===== src/rtl/correlation_reader.sv =====
// rtl/correlation_reader.sv - times integration periods, snapshots the correlator bus and streams it as framed bytes
module correlation_reader #(
   parameter int NUM_BASELINES = 8,
   parameter int HEAD_SIZE     = 0,
   parameter int TAIL_SIZE     = 1,
   parameter int RESOLUTION    = 24,
   localparam int LAGS_RAW     = HEAD_SIZE + TAIL_SIZE - 1,
   // A degenerate head/tail pair still keeps one lag so the bus never collapses to zero width
   localparam int LAGS         = (LAGS_RAW < 1) ? 1 : LAGS_RAW,
   localparam int CHANNELS     = NUM_BASELINES * LAGS,
   localparam int WORDS        = 2 * CHANNELS,
   localparam int BPW          = (RESOLUTION + 7) / 8
) (
   input  logic                          clk,
   input  logic                          reset,
   input  logic [WORDS*RESOLUTION-1:0]   pulses,
   input  logic                          enable,
   input  logic [31:0]                   integration_cycles,
   output logic                          corr_clear,
   output logic [7:0]                    tx_data,
   output logic                          tx_valid,
   input  logic                          tx_ready,
   output logic                          busy,
   output logic                          overrun,
   output logic [7:0]                    frame_cnt
);

   localparam int WIW = (WORDS > 1) ? $clog2(WORDS) : 1;
   localparam int BIW = (BPW > 1) ? $clog2(BPW) : 1;
   localparam logic [WIW-1:0] LAST_WORD  = WIW'(WORDS - 1);
   localparam logic [BIW-1:0] FIRST_BYTE = BIW'(BPW - 1);
   localparam logic [7:0]     SYNC_BYTE  = 8'hA5;

   typedef enum logic [2:0] {
      S_IDLE,
      S_HEADER0,
      S_HEADER1,
      S_DATA,
      S_CHECKSUM
   } state_t;

   state_t                state;
   state_t                state_next;
   logic [31:0]           period_cnt;
   logic [31:0]           period_max;
   logic                  period_end;
   logic                  start;
   logic                  accept;
   logic [RESOLUTION-1:0] snap [WORDS];
   logic [WIW-1:0]        word_idx;
   logic [BIW-1:0]        byte_idx;
   logic [7:0]            csum;
   logic [BPW*8-1:0]      cur_word;
   logic [7:0]            data_byte;

   // integration_cycles of 0 behaves like 1: a period end on every enabled cycle
   assign period_max = (integration_cycles == 32'd0) ? 32'd0 : integration_cycles - 32'd1;
   assign period_end = enable & (period_cnt == period_max);

   assign busy     = (state != S_IDLE);
   assign tx_valid = busy;
   assign accept   = tx_valid & tx_ready;
   assign start    = period_end & (state == S_IDLE);

   always_ff @(posedge clk) begin
      if (!reset) begin
         state <= S_IDLE;
      end else begin
         state <= state_next;
      end
   end

   always_comb begin
      state_next = state;
      case (state)
         S_IDLE:     if (period_end) state_next = S_HEADER0;
         S_HEADER0:  if (accept) state_next = S_HEADER1;
         S_HEADER1:  if (accept) state_next = S_DATA;
         S_DATA:     if (accept && word_idx == LAST_WORD && byte_idx == '0) state_next = S_CHECKSUM;
         S_CHECKSUM: if (accept) state_next = S_IDLE;
         default:    state_next = S_IDLE;
      endcase
   end

   // Byte mux is driven only by registered state and counters, never by tx_ready
   always_comb begin
      cur_word = '0;
      cur_word[RESOLUTION-1:0] = snap[word_idx];
      data_byte = 8'(cur_word >> {byte_idx, 3'b000});
   end

   always_comb begin
      tx_data = 8'h00;
      case (state)
         S_HEADER0:  tx_data = SYNC_BYTE;
         S_HEADER1:  tx_data = frame_cnt;
         S_DATA:     tx_data = data_byte;
         S_CHECKSUM: tx_data = csum;
         default:    tx_data = 8'h00;
      endcase
   end

   always_ff @(posedge clk) begin
      if (!reset) begin
         period_cnt <= '0;
         corr_clear <= 1'b0;
         overrun    <= 1'b0;
         frame_cnt  <= '0;
         csum       <= '0;
         word_idx   <= '0;
         byte_idx   <= '0;
         for (int k = 0; k < WORDS; k++) snap[k] <= '0;
      end else begin
         period_cnt <= (!enable || period_end) ? 32'd0 : period_cnt + 32'd1;
         // Clear pulses even when the snapshot is dropped so every period has equal length
         corr_clear <= ~enable | period_end;
         overrun    <= period_end & (state != S_IDLE);

         if (start) begin
            for (int k = 0; k < WORDS; k++) snap[k] <= pulses[k*RESOLUTION +: RESOLUTION];
            word_idx <= '0;
            byte_idx <= FIRST_BYTE;
            csum     <= '0;
         end

         if (accept) begin
            if (state == S_HEADER1 || state == S_DATA) csum <= csum + tx_data;
            if (state == S_DATA) begin
               if (byte_idx == '0) begin
                  byte_idx <= FIRST_BYTE;
                  word_idx <= word_idx + 1'b1;
               end else begin
                  byte_idx <= byte_idx - 1'b1;
               end
            end
            if (state == S_CHECKSUM) frame_cnt <= frame_cnt + 8'd1;
         end
      end
   end

endmodule

===== config.mk =====
export PLATFORM = sky130hd
export DESIGN_NAME = correlation_reader
export DESIGN_NICKNAME = d
export VERILOG_FILES = /design/src/rtl/correlation_reader.sv
export SDC_FILE = /design/constraint.sdc
export NUM_CORES = 1
export LEC_CHECK = 0
export CAP_MARGIN = 20
export CORE_MARGIN = 4
export CORE_UTILIZATION = 45
export CTS_BUF_LIST = sky130_fd_sc_hd__clkbuf_8
export DETAILED_ROUTE_END_ITERATION = 7
export PLACE_DENSITY = 0.74
export SLEW_MARGIN = 40
export SYNTH_ARGS = -nofsm -noshare
export SYNTH_HDL_FRONTEND = slang
export SYNTH_SLANG_ARGS = --single-unit

===== constraint.sdc =====
create_clock -name clk -period 15.9 [get_ports clk]
set_input_delay 2.385 -clock clk [delete_from_list [all_inputs] [get_ports clk]]
set_output_delay 2.385 -clock clk [all_outputs]
set_load 0.01 [all_outputs]

==> impl_metrics.csv <==
group,metric,value,unit
status,run_status,"finished clean",
power_and_ir_drop,seqPwrFrac,52.8,%
cts,clock_tree.buffer_depth,3,
worst_hold_path,timing.hold.worst.class,"reg2reg",
power_and_ir_drop,cell_internal_pwr,1930,uW
cts,tritoncts.num_buffers,76,
run,max_cap_viol_count,0,
yosys,post_synth_instance_area,22700,sq um
power_and_ir_drop,power.leakage,0.0102,uW
cells_and_area,post-route-cell-area,29000,sq um
sta,relSlewSlack,42.3,%
route,final_antenna_net_count,0,
place,port-buffer-count,439,
cells_and_area,seq_area,12700,sq um
yosys,synthesis.area_per_instance,13.7,sq um
sta,maxClockFrequency,0.125,GHz
worst_setup_path,worstPathArrival,5640,ps
yosys,synth_area_leaders,"sky130_fd_sc_hd__edfxtp_1, sky130_fd_sc_hd__mux4_2, sky130_fd_sc_hd__and4_1",
cts,holdBufCountCts,0,
cts,cts_post_setup_buffers_inserted,0,
yosys,yosysTopAreaCell,"sky130_fd_sc_hd__edfxtp_1",
floorplan,core_area,50100,sq um
sta,hold_viol,0,
yosys,yosys.area.top_type_share,50.8,%
sta,crit_path_time_final,8030,ps
floorplan,die-height,233,um
place,gp_routability_congestion,0.872,
sta,period_share,50.5,%
place,detailed_place_hpwl,53200,um
worst_setup_path,critical_path_peak_fanout,35,
yosys,synth_sequential_area_ratio,56.0,%
worst_setup_path,worst-endpoint-required,13520,ps
power_and_ir_drop,p_sw,585,uW
worst_setup_path,worstSetupPathType,"reg2out",
cts,clkLatencyLatePin,660,ps
yosys,synth_top_flop_cell,"sky130_fd_sc_hd__edfxtp_1",
floorplan,std_cell_rows,82,
sta,rsz0062_at_grt,"false",
yosys,synth_most_common_cell,"sky130_fd_sc_hd__edfxtp_1",
yosys,synth.top_cells.by_count,"sky130_fd_sc_hd__edfxtp_1, sky130_fd_sc_hd__and4_1, sky130_fd_sc_hd__and2_1",
route,detail_route.wirelength,73000,um
yosys,yosysUniqueCellTypes,74,
worst_setup_path,worst_setup_path_end_kind,"output port",
global_routing,first_global_vias,16760,
cells_and_area,final.fill_count,4053,
cells_and_area,synthToLayoutAreaGrowth,27.8,%
power_and_ir_drop,power.share.switching,23.3,%
floorplan,design.portCount,440,
cells_and_area,multiInputGateArea,9240,sq um
cells_and_area,finalNetCount,2468,
sta,worst_slack,7870,ps
global_routing,grt_util_all_layers,26.5,%
floorplan,die_area,54100,sq um
yosys,synth-edff-count,384,
global_routing,grt_pass1_wl,107000,um
yosys,ys_ff_latch,443,
sta,worst_slew_pin_slew,866,ps
sta,finalSetupViolations,0,
global_routing,antenna_found_initial,14,
floorplan,initial_utilization,45.3,%
floorplan,horiz_die_dim,233,um
yosys,synth-warning-count,0,
place,place_worst_setup_slack,7710,ps
cts,cts_root_buf,"sky130_fd_sc_hd__clkbuf_8",
power_and_ir_drop,comb_power_share,9.0,%
cts,tritoncts,"built",
yosys,syn-instance-count,1656,
route,drt_drc_violations_left,0,
cts,clk_transition_reported_paths,60,ps
route,first_pass_iters,7,
sta,drv_slew,0,
place,dpl_cell_area,27500,sq um
cts,cts_resized,0,
global_routing,largest_net_degree_at_the_start_of_global_routing,150,
sta,finClkSkew,30.8,ps
yosys,synth_nets,2090,
sta,fin_setup_tns,0,ps
route,drtIter0Drc,1589,
global_routing,grt_overflow_total,0,
cts,cts-htree-levels,3,
route,post_drt_wl_per_cell,26.2,um
route,routed_via_density,5.93,
power_and_ir_drop,clkPwrFrac,38.2,%
cts,cts.sink_count,443,
route,dr_total_vias,16492,
power_and_ir_drop,power-per-cell-area,86.7,nW/um^2
power_and_ir_drop,power.ir.vdd_worst,0.0591,mV
cells_and_area,final_layout_size_suffix_gt1_share,12.4,%
worst_setup_path,worst_setup_path_start_kind,"flop",
yosys,synth_async_sr_flop_share,0,%
-- per-stage QoR --
stage          utilization (%)  hold WS [ps]  std cells  total power [uW]
4_1_cts                   57.8           489       2767              2530
3_5_place_dp              55.0           481       2626              1580
6_report                  58.0           488       2781              2520
2_1_floorplan                -           457       1656              1440
3_3_place_gp              54.8           475       2622              1570
5_1_grt                   58.0           515       2778              2600
-- cells in the final DEF (no fill, tap or decap), drive strengths merged, types with 42 or more instances in the layout --
cell type	netlist	final
nand2	42	42
clkdlybuf4s50	0	438
inv	27	61
clkbuf	124	77
nor3	54	54
and2	160	160
edfxtp	384	384
and4	247	247
dfxtp	59	59
mux4	120	120
-- final cells by class --
type / count / share of cell area, %
flip-flops and latches: 443 / 43.8
multi-input cells: 1025 / 31.8
repair buffers: 461 / 16.2
clock buffers: 76 / 3.60
well taps: 672 / 2.90
clock inverters: 65 / 1.19
inverters: 27 / 0.349
diodes: 12 / 0.103
-- worst paths after layout --
path	start	to	slack (ps)	cells past startpoint
min reg2reg	csum[0]	csum[0]	490	2
min	csum[0]	csum[0]	490	2
max	word_idx[0]	tx_data[3]	7870	10
max reg2reg	word_idx[0]	csum[7]	9410	20
-- sequential cells by signal, indices dropped and copies added (netlist names) --
name	flops
corr_clear	1
snap	384
frame_cnt	8
state	3
period_cnt	32
byte_idx	2
overrun	1
word_idx	4
csum	8
-- worst max-delay path, stage by stage (launching register included) --
cell and delay (ps):
sky130_fd_sc_hd__dfxtp_4 770, sky130_fd_sc_hd__buf_4 710, sky130_fd_sc_hd__buf_4 510, sky130_fd_sc_hd__buf_12 260, sky130_fd_sc_hd__mux4_2 600, sky130_fd_sc_hd__mux4_2 500
sky130_fd_sc_hd__mux2i_1 470, sky130_fd_sc_hd__o221ai_1 290, sky130_fd_sc_hd__o21ai_0 170, sky130_fd_sc_hd__o21ai_0 160, sky130_fd_sc_hd__clkdlybuf4s50_1 510
-- power groups by stage --
stage               Sequential (uW)  Clock (uW)  Combinational [uW]
detailed placement             1350           0                 226
finish                         1330         961                 226
global route                   1330        1030                 238
CTS                            1330         977                 227
floorplan                      1370           0                74.3
global placement               1350           0                 222
-- logic make-up (layout without fill, tap and decap cells) --
kind of cell / count (synthesis) / in the layout / share of synthesized area (%)
adder cells (fa/ha/maj): 14 / 14 / 0.805
AND/OR/NAND/NOR: 683 / 683 / 20.7
buffers and inverters: 188 / 629 / 3.43
multiplexers: 134 / 134 / 12.5
other: 0 / 12 / 0
flip-flops: 443 / 443 / 56.0
XOR/XNOR: 76 / 76 / 2.99
AO/OA/AOI/OAI: 118 / 118 / 3.53
-- routing by layer --
metal | global-route usage [%] | vias up | wire length (um)
li1 | - | 7384 | -
met1 | 34.9 | 8322 | 28900
met2 | 45.3 | 683 | 37400
met3 | 4.93 | 97 | 4900
met4 | 7.68 | 6 | 1720
met5 | 0 | - | 41
Power figures use the tool's default switching activity.
